[config.mk]
export PLATFORM = sky130hd
export DESIGN_NAME = uart_rx
export DESIGN_NICKNAME = d
export VERILOG_FILES = /design/src/rtl/uart_rx.sv
export SDC_FILE = /design/constraint.sdc
export NUM_CORES = 1
export LEC_CHECK = 0
export CORE_MARGIN = 3
export CORE_UTILIZATION = 45
export DETAILED_ROUTE_END_ITERATION = 6
export PLACE_DENSITY_LB_ADDON = 0.3
export SLEW_MARGIN = 20
export SYNTH_ARGS = -nofsm -noshare
export SYNTH_HDL_FRONTEND = slang
export SYNTH_SLANG_ARGS = --single-unit
[constraint.sdc]
create_clock -name clk_25mhz -period 1.6 [get_ports clk_25mhz]
set_input_delay 0.16 -clock clk_25mhz [delete_from_list [all_inputs] [get_ports clk_25mhz]]
set_output_delay 0.16 -clock clk_25mhz [all_outputs]
set_load 0.02 [all_outputs]
[src/rtl/uart_rx.sv]
`timescale 1ns/1ps
`default_nettype none
// ============================================================================
// Module   : uart_rx
// Brief    : UART receiver, 8N1 LSB first, held valid/ack byte handshake,
//            one-cycle framing / overrun / parity fault pulses.
//            Define UART_RX_PARITY_EN to receive 8E1 (even parity bit).
// Revision : 1.0 - initial release
// ============================================================================
module uart_rx #(
  parameter int CLK_FREQ = 25000000,
  parameter int BAUD     = 115200
) (
  input  logic       clk_25mhz,
  input  logic       reset,
  input  logic       rx,
  output logic [7:0] data,
  output logic       data_valid,
  input  logic       data_ack,
  output logic       busy,
  output logic       frame_err,
  output logic       overrun,
  output logic       parity_err
);

  localparam int c_CLKS_PER_BIT = CLK_FREQ / BAUD;
  localparam int c_CW           = (c_CLKS_PER_BIT > 1) ? $clog2(c_CLKS_PER_BIT) : 1;
  // Last count of a full bit period, and the cycle of the mid-start-bit sample
  localparam logic [c_CW-1:0] c_BIT_LAST  = c_CW'(c_CLKS_PER_BIT - 1);
  localparam logic [c_CW-1:0] c_HALF_LAST = c_CW'(c_CLKS_PER_BIT / 2 - 1);
  localparam logic [c_CW-1:0] c_CNT_ONE   = c_CW'(1);

  typedef enum logic [2:0] {
    S_HUNT   = 3'd0,
    S_IDLE   = 3'd1,
    S_START  = 3'd2,
    S_DATA   = 3'd3,
`ifdef UART_RX_PARITY_EN
    S_PARITY = 3'd4,
`endif
    S_STOP   = 3'd5
  } state_t;

  state_t          r_state;
  logic            r_sync1;
  logic            r_rx_s;
  logic [c_CW-1:0] r_cnt;
  logic [2:0]      r_bit_idx;
  logic [7:0]      r_shift;
`ifdef UART_RX_PARITY_EN
  logic            r_par_bad;
`endif

  logic            w_bit_done;
  logic            w_half_done;
  logic [c_CW-1:0] w_cnt_next;

  assign w_bit_done  = (r_cnt == c_BIT_LAST);
  assign w_half_done = (r_cnt == c_HALF_LAST);
  assign w_cnt_next  = r_cnt + c_CNT_ONE;

`ifndef UART_RX_PARITY_EN
  assign parity_err = 1'b0;
`endif

  // Two-flop synchroniser for the asynchronous line; idles high out of reset
  always_ff @(posedge clk_25mhz or posedge reset) begin
    if (reset) begin
      r_sync1 <= 1'b1;
      r_rx_s  <= 1'b1;
    end else begin
      r_sync1 <= rx;
      r_rx_s  <= r_sync1;
    end
  end

  // Receive FSM with registered byte handshake and fault pulses
  always_ff @(posedge clk_25mhz or posedge reset) begin
    if (reset) begin
      r_state    <= S_HUNT;
      r_cnt      <= '0;
      r_bit_idx  <= '0;
      r_shift    <= '0;
      data       <= '0;
      data_valid <= 1'b0;
      busy       <= 1'b0;
      frame_err  <= 1'b0;
      overrun    <= 1'b0;
`ifdef UART_RX_PARITY_EN
      r_par_bad  <= 1'b0;
      parity_err <= 1'b0;
`endif
    end else begin
      frame_err <= 1'b0;
      overrun   <= 1'b0;
`ifdef UART_RX_PARITY_EN
      parity_err <= 1'b0;
`endif
      // Acknowledge clears the byte; an acceptance below in the same cycle wins
      if (data_ack) begin
        data_valid <= 1'b0;
      end

      case (r_state)
        // Wait for a full bit time of continuous idle before arming
        S_HUNT: begin
          if (!r_rx_s) begin
            r_cnt <= '0;
          end else if (w_bit_done) begin
            r_cnt   <= '0;
            r_state <= S_IDLE;
          end else begin
            r_cnt <= w_cnt_next;
          end
        end

        S_IDLE: begin
          if (!r_rx_s) begin
            r_cnt     <= '0;
            r_bit_idx <= '0;
            busy      <= 1'b1;
            r_state   <= S_START;
          end
        end

        // Re-check the start bit at its centre to reject short glitches
        S_START: begin
          if (w_half_done) begin
            r_cnt <= '0;
            if (r_rx_s) begin
              busy    <= 1'b0;
              r_state <= S_IDLE;
            end else begin
              r_state <= S_DATA;
            end
          end else begin
            r_cnt <= w_cnt_next;
          end
        end

        S_DATA: begin
          if (w_bit_done) begin
            r_cnt   <= '0;
            r_shift <= {r_rx_s, r_shift[7:1]};
            if (r_bit_idx == 3'd7) begin
              r_bit_idx <= '0;
`ifdef UART_RX_PARITY_EN
              r_state   <= S_PARITY;
`else
              r_state   <= S_STOP;
`endif
            end else begin
              r_bit_idx <= r_bit_idx + 3'd1;
            end
          end else begin
            r_cnt <= w_cnt_next;
          end
        end

`ifdef UART_RX_PARITY_EN
        // Even parity: the parity bit must equal the XOR of the data bits
        S_PARITY: begin
          if (w_bit_done) begin
            r_cnt     <= '0;
            r_par_bad <= (r_rx_s != ^r_shift);
            r_state   <= S_STOP;
          end else begin
            r_cnt <= w_cnt_next;
          end
        end
`endif

        // Leave at mid-stop-bit so a back-to-back start edge is not missed
        S_STOP: begin
          if (w_bit_done) begin
            r_cnt <= '0;
            busy  <= 1'b0;
            if (!r_rx_s) begin
              frame_err <= 1'b1;
`ifdef UART_RX_PARITY_EN
              parity_err <= r_par_bad;
`endif
              r_state   <= S_HUNT;
`ifdef UART_RX_PARITY_EN
            end else if (r_par_bad) begin
              parity_err <= 1'b1;
              r_state    <= S_IDLE;
`endif
            end else begin
              r_state <= S_IDLE;
              if (data_valid && !data_ack) begin
                overrun <= 1'b1;
              end else begin
                data       <= r_shift;
                data_valid <= 1'b1;
              end
            end
          end else begin
            r_cnt <= w_cnt_next;
          end
        end

        default: begin
          r_cnt   <= '0;
          busy    <= 1'b0;
          r_state <= S_HUNT;
        end
      endcase
    end
  end

endmodule
`default_nettype wire

==> out/qor.tcl, run 1 <==
set qor(power_switching_share) 0.2537
set qor(yosys_register_bits) 36
set qor(n_fill_cell) 273
set qor(synth_cell_types) 48
set qor(floorplan.die_area_um2) 4857
set qor(path_clk_slew_ns) 0.07
set qor(chipWidth_um) 69.69
set qor(numCtsBuffers) 5
set qor(intPower_mw) 1.612
set qor(areaGrowthSynthToFinish_pct) 33.72
set qor(async_flop_share) 1.000
set qor(detailroute.via_count) 1360
set qor(worst_ep_arrival_time_ns) 2.01
set qor(cts_buffer_depth) 2
set qor(numPortBuffers) 15
set qor(final_layout_size_suffix_gt1_frac) 0.3684
set qor(combinationalPowerShare) 0.173
set qor(synth.top_cell.area_share) 0.4661
set qor(required_time_reported_for_the_critical_path_endpoint_ns) 1.81
set qor(finalHoldViolations) 0
set qor(clkSinkCount) 36
set qor(detail_route.iter0.violations) 93
set qor(cp-start-kind) {register}
set qor(cts_htree_levels) 2
set qor(first_pass_grt_wire_length_um) 6665
set qor(start_util) 0.4841
set qor(timing.critical_path.fanout_max) 7
set qor(rr_endpoint) {r_cnt[6]$_DFFE_PP0N_}
set qor(finalWeightedCongestion) 0.8900
set qor(cts-root-buf) {clkbuf_8}
set qor(area_leader_netlist) {dfrtp_1}
set qor(leakage_nw) 1.127
set qor(net_count_synth) 171
set qor(groute.usage.overall) 0.1706
set qor(sequentialPowerShare) 0.462
set qor(first_pass_iteration_count_of_the_detailed_router) 5
set qor(detail_route.vias_per_cell) 5.292
set qor(power-per-cell-area_nw_per_um2) 884.8
set qor(wl_um) 3851
set qor(route.antenna.remaining_nets) 0
set qor(grt_antenna_before_repair) 0
set qor(syn_std_cell_area_um2) 1826
set qor(worst_r2r_startpoint) {r_state[2]$_DFFE_PP0P_}
set qor(grt_setup_unrepaired) {true}
set qor(clkLatencyLatePin_ns) 0.28
set qor(rrSetupSlack_ns) -0.21
set qor(routedWlPerCell_um) 14.98
set qor(netSwitchingPower_mw) 0.5480
set qor(avgSynthCellArea_um2) 11.20
set qor(synthesis.instances) 163
set qor(ys_top_cells_by_area) {dfrtp_1 47%, mux2_1 4.9%, mux2_4 3.3%}
set qor(worst-r2r-cell-count) 5
set qor(fin_skew_ns) 0.003434
set qor(die_y_um) 69.69
set qor(min_period_over_period) 1.130
set qor(failing_checks) {setup timing}
set qor(yosysWarnings) 0
set qor(finish.cell_count_without_fillers) 257
set qor(slew_viols_final) 0
set qor(final_period_minus_worst_setup_slack_ns) 1.808
set qor(irDropWorstVdd_mv) 0.6092
set qor(final_worst_path_setup_slack_ns) -0.2081
set qor(timing.setup.critical_path_class) {register to register}
set qor(core-area_um2) 3771
set qor(antenna_cells) 0
set qor(synth_common_cells) {34 x dfrtp_1, 14 x nand2_1, 13 x nor2_1}
set qor(post-route-drc-count) 0
set qor(fin_worst_hold_slack_ns) 0.2296
set qor(nNetsFinal) 216
set qor(synth_edf_count) 0
set qor(cts_tree) {yes}
set qor(max_freq_mhz) 553.1
set qor(timing.final.setup_violations) 31
set qor(pin_count) 17
set qor(grt_pass1_vias) 1402
set qor(synth.most_common_cell) {dfrtp_1}
set qor(cap_viol_max_count) 0
set qor(detailed_place_hpwl_um) 2740
set qor(synth-main-ff-cell) {dfrtp_1}
set qor(placement_rows) 22
set qor(power.share.clock) 0.365
set qor(globalRoute.totalOverflow) 0
set qor(min_path_type) {input port to asynchronous set/reset pin}
set qor(seq_area_frac_synth) 0.4949
set qor(grt_max_degree) 37
set qor(run_status) {finished, violations left}
set qor(setup.worst_path.end_class) {register}
set qor(placed_cell_count) 246
[sequential cells by signal, summed over array words and instances (netlist names), 3 cells and up]
| signal | flops |
|---|---|
| data | 8 |
| r_bit_idx | 3 |
| r_cnt | 8 |
| r_shift | 8 |
| r_state | 3 |
[power groups by stage]
stage	sequential, mW	combinational [mW]	clock (mW)
6_report	0.998	0.374	0.788
2_1_floorplan	1.02	0.157	0
3_3_place_gp	1.01	0.312	0
5_1_grt	1.00	0.416	0.853
3_5_place_dp	1.01	0.329	0
4_1_cts	0.997	0.378	0.808
[area by class of cell]
class / count / area (um^2) / area share
clock buffers: 5 / 68.82 / 0.02819
well taps: 48 / 60.06 / 0.02460
inverters: 6 / 22.52 / 0.009226
clock inverters: 3 / 42.54 / 0.01743
flip-flops and latches: 36 / 903.4 / 0.3701
repair buffers: 47 / 422.9 / 0.1732
multi-input cells: 112 / 920.9 / 0.3772
[cells by family after synthesis]
group / share of synthesized area
AND/OR/NAND/NOR: 0.1981
adder cells (fa/ha/maj): 0.02742
buffers and inverters: 0.04934
flip-flops: 0.4949
XOR/XNOR: 0.009597
other: 0.002054
multiplexers: 0.1069
AO/OA/AOI/OAI: 0.1117
[worst max-delay path, cell delays in order, from the launching register on]
cell and delay, ns:
dfrtp_1 0.47, nor3b_1 0.44, a22oi_2 0.17, o211a_4 0.20
or3_1 0.35, o211ai_1 0.10
[worst max-delay path by stage]
stage / startpoint / endpoint / slack [ns] / cells after the start
2_1_floorplan: r_cnt[0]$_DFFE_PP0N_ / r_shift[0]$_DFFE_PP0P_ / -0.12 / 8
3_3_place_gp: r_cnt[1]$_DFFE_PP0N_ / data[5]$_DFFE_PP0P_ / -0.15 / 8
3_5_place_dp: r_cnt[1]$_DFFE_PP0N_ / data[1]$_DFFE_PP0P_ / -0.22 / 8
4_1_cts: r_cnt[0]$_DFFE_PP0N_ / data[4]$_DFFE_PP0P_ / -0.19 / 8
5_1_grt: r_cnt[0]$_DFFE_PP0N_ / data[4]$_DFFE_PP0P_ / -0.28 / 8
6_report: r_state[2]$_DFFE_PP0P_ / r_cnt[6]$_DFFE_PP0N_ / -0.21 / 5
[cell usage in the layout (no fill, tap or decap), drive strengths merged, types with 2 or more instances in the layout]
| cell | netlist | routed |
|---|---|---|
| a211oi | 2 | 2 |
| a21o | 2 | 2 |
| a21oi | 7 | 7 |
| and3 | 4 | 4 |
| buf | 8 | 32 |
| clkbuf | 1 | 5 |
| clkdlybuf4s50 | 0 | 15 |
| dfrtp | 34 | 34 |
| dfstp | 2 | 2 |
| ha | 4 | 4 |
| inv | 6 | 6 |
| mux2 | 16 | 16 |
| nand2 | 14 | 14 |
| nand3 | 5 | 5 |
| nand3b | 2 | 2 |
| nand4b | 2 | 2 |
| nor2 | 14 | 14 |
| nor2b | 2 | 2 |
| nor3 | 3 | 3 |
| nor3b | 4 | 4 |
| o211a | 2 | 2 |
| o21ai | 9 | 9 |
| o22ai | 2 | 2 |
[metrics by stage]
stage	utilization	worst slack, ns	cell area, um^2	setup TNS, ns	total power, mW
global placement	0.5863	-0.1515	2211	-2.393	1.318
detailed placement	0.5863	-0.2151	2211	-3.115	1.339
CTS	0.6417	-0.1935	2420	-3.010	2.183
global route	0.6473	-0.2803	2441	-6.817	2.271
floorplan	-	-0.1153	1832	-1.418	1.180
finish	0.6473	-0.2081	2441	-3.985	2.160
[what timing repair did]
item	in CTS	in global routing
pin swaps	5	5
gates resized for setup	17	9
gates cloned	0	0
endpoints found under the setup margin	30	32
buffers inserted	4	1
hold buffers	0	0
[per-layer routing]
metal	vias to the layer above	track usage	part of all wire
met1	674	0.2200	0.45
li1	659	-	-
met5	-	0	0
met3	2	0.03478	0.032
met4	0	0.04468	0.0057
met2	25	0.2924	0.51
Power figures use the tool's default switching activity.
==> run 2: changes to the inputs <==
CELL_PAD_IN_SITES_DETAIL_PLACEMENT = 0   (was not set)
CELL_PAD_IN_SITES_GLOBAL_PLACEMENT = 1   (was not set)
CORE_UTILIZATION = 41   (was 45)
CTS_CLUSTER_SIZE = 16   (was not set)
==> out/qor.tcl, run 2 (synthesis results as in run 1) <==
set qor(numCtsBuffers) 5 ;# unchanged
set qor(cts_tree) {yes}
set qor(route.antenna.remaining_nets) 0 ;# unchanged
set qor(first_pass_grt_wire_length_um) 6720 ;# +0.83%
set qor(die_y_um) 72.73 ;# +4.4%
set qor(worst_r2r_startpoint) {r_cnt[0]$_DFFE_PP0N_}
set qor(antenna_cells) 0 ;# unchanged
set qor(leakage_nw) 1.168 ;# +3.7%
set qor(final_period_minus_worst_setup_slack_ns) 1.759 ;# -0.04875 ns
set qor(cts_htree_levels) 2 ;# unchanged
set qor(rrSetupSlack_ns) -0.16 ;# +0.05 ns
set qor(post-route-drc-count) 0 ;# unchanged
set qor(groute.usage.overall) 0.1661 ;# -0.004548
set qor(final_worst_path_setup_slack_ns) -0.1594 ;# +0.04875 ns
set qor(required_time_reported_for_the_critical_path_endpoint_ns) 1.78 ;# -0.03 ns
set qor(fin_skew_ns) 0.008926 ;# +0.005492 ns
set qor(clkLatencyLatePin_ns) 0.29 ;# about the same
set qor(grt_pass1_vias) 1415 ;# +0.93%
set qor(post-route-util) 0.6117 ;# -0.03560
set qor(min_period_over_period) 1.100 ;# -0.03047
set qor(cp-start-kind) {register}
set qor(grt_setup_unrepaired) {true}
set qor(wl_um) 3909 ;# +1.5%
set qor(timing.final.setup_violations) 24 ;# -23%
set qor(layout.cells.most_common) {buf_4}
set qor(top_registers) {data x8, r_cnt x8, r_shift x8}
set qor(finish.cell_count_without_fillers) 267 ;# +3.9%
set qor(placed_cell_count) 250 ;# +1.6%
set qor(n_fill_cell) 345 ;# +26%
set qor(dp_worst_setup_slack_ns) -0.2194 ;# -0.004249 ns
set qor(finalWeightedCongestion) 0.8011 ;# -10%
set qor(failing_checks) {setup timing}
set qor(path_clk_slew_ns) 0.08 ;# about the same
set qor(start_util) 0.4405 ;# -0.04355
set qor(detailed_place_hpwl_um) 2785 ;# +1.6%
set qor(cts-root-buf) {clkbuf_8}
set qor(floorplan.die_area_um2) 5289 ;# +8.9%
set qor(cts_buffer_depth) 2 ;# unchanged
set qor(clkSinkCount) 36 ;# unchanged
set qor(grt_max_degree) 37 ;# unchanged
set qor(placement_rows) 23 ;# +4.5%
set qor(rr_endpoint) {data[5]$_DFFE_PP0P_}
set qor(pin_count) 17 ;# unchanged
set qor(setup.worst_path.end_class) {register}
set qor(detail_route.vias_per_cell) 5.221 ;# -1.3%
set qor(worst_ep_arrival_time_ns) 1.94 ;# -0.07 ns
set qor(detailroute.via_count) 1394 ;# +2.5%
set qor(worst-r2r-cell-count) 8 ;# +3
set qor(power-per-cell-area_nw_per_um2) 877.9 ;# -0.78%
set qor(cap_viol_max_count) 0 ;# unchanged
set qor(register_area_um2) 905.9 ;# +0.28%
set qor(mostFrequentLayoutCells) {34 x buf_4, 32 x dfrtp_1, 15 x clkdlybuf4s50_1, 14 x nand2_1, 13 x nor2_1}
set qor(nNetsFinal) 224 ;# +3.7%
set qor(chipWidth_um) 72.73 ;# +4.4%
set qor(grt_antenna_before_repair) 0 ;# unchanged
set qor(numPortBuffers) 15 ;# unchanged
set qor(areaGrowthSynthToFinish_pct) 38.86
set qor(slew_viols_final) 0 ;# unchanged
set qor(max_freq_mhz) 568.4 ;# +2.8%
set qor(routedWlPerCell_um) 14.64 ;# -2.3%
set qor(detail_route.iter0.violations) 97 ;# +4.3%
set qor(run_status) {finished, violations left}
set qor(multi_input_gate_area_um2) 942.2 ;# +2.3%
set qor(min_path_type) {input port to asynchronous set/reset pin}
set qor(irDropWorstVdd_mv) 0.4608 ;# -24%
set qor(timing.setup.critical_path_class) {register to register}
set qor(globalRoute.totalOverflow) 0 ;# unchanged
set qor(beginning_of_the_critical_path) {r_cnt[0]$_DFFE_PP0N_}
set qor(final_layout_size_suffix_gt1_frac) 0.4240 ;# +0.05554
set qor(core-area_um2) 4144 ;# +9.9%
set qor(first_pass_iteration_count_of_the_detailed_router) 4 ;# -1
set qor(finalHoldViolations) 0 ;# unchanged
set qor(timing.critical_path.fanout_max) 8 ;# +1
[run 2: cell count changes in the layout (fill, tap and decap cells not counted), sizes merged]
cell | previous run | this run
buf | 32 | 40
[run 2: how the worst max path moves through the flow]
stage | to | slack [ns] | depth (start not counted)
after floorplan | r_shift[0]$_DFFE_PP0P_ | -0.12 | 8
after global placement | data[5]$_DFFE_PP0P_ | -0.15 | 8
after detailed placement | data[4]$_DFFE_PP0P_ | -0.22 | 8
after CTS | data[4]$_DFFE_PP0P_ | -0.16 | 8
after global routing | data[1]$_DFFE_PP0P_ | -0.27 | 8
final | data[5]$_DFFE_PP0P_ | -0.16 | 8
[run 2: where the power goes]
group / leakage, nW / internal (mW) / switching, mW
Combinational: 0.626 / 0.221 / 0.213
Sequential: 0.488 / 0.962 / 0.0316
Clock: 0.0541 / 0.461 / 0.337
[run 2: per-stage QoR]
step / cell area, um^2 / setup TNS [ns] / power, mW / hold slack (ns)
floorplan: 1832 / -1.418 / 1.180 / 0.1645
global placement: 2228 / -1.945 / 1.327 / 0.3501
detailed placement: 2228 / -2.914 / 1.356 / 0.3473
CTS: 2451 / -2.475 / 2.184 / 0.2093
global route: 2535 / -5.555 / 2.354 / 0.2418
finish: 2535 / -2.603 / 2.225 / 0.2046
[run 2: final cells by class]
type | count | area share
tap | 50 | 0.02468
multi-input combinational | 112 | 0.3717
sequential | 36 | 0.3574
clock inverter | 3 | 0.01678
inverter | 6 | 0.008885
timing repair buffer | 55 | 0.1935
clock buffer | 5 | 0.02715
[run 2: critical path, cell delays in order (launching register included)]
cell and delay, ns:
dfrtp_1 0.39, inv_2 0.08, ha_4 0.13, nand4b_1 0.14, nor2_2 0.17, nand3_2 0.10, nor2b_2 0.15, buf_6 0.18
mux2_4 0.31
[run 2: routing by layer]
| metal | track usage | part of all wire |
|---|---|---|
| met1 | 0.2248 | 0.47 |
| met2 | 0.2515 | 0.49 |
| met3 | 0.04132 | 0.028 |
| met4 | 0.07377 | 0.017 |
| met5 | 0 | 0 |
[run 2: repair_timing]
item                                    CTS  global route
endpoints found under the setup margin   27            32
pin swaps                                 6             8
gates resized for setup                  19            13
buffers inserted                          5             4
hold buffers                              0             0
==> run 3: changes to the inputs <==
SKIP_LAST_GASP = 1   (was not set)
==> results of run 3 <==
Final layout, timing and power as in run 2 (identical DEF).
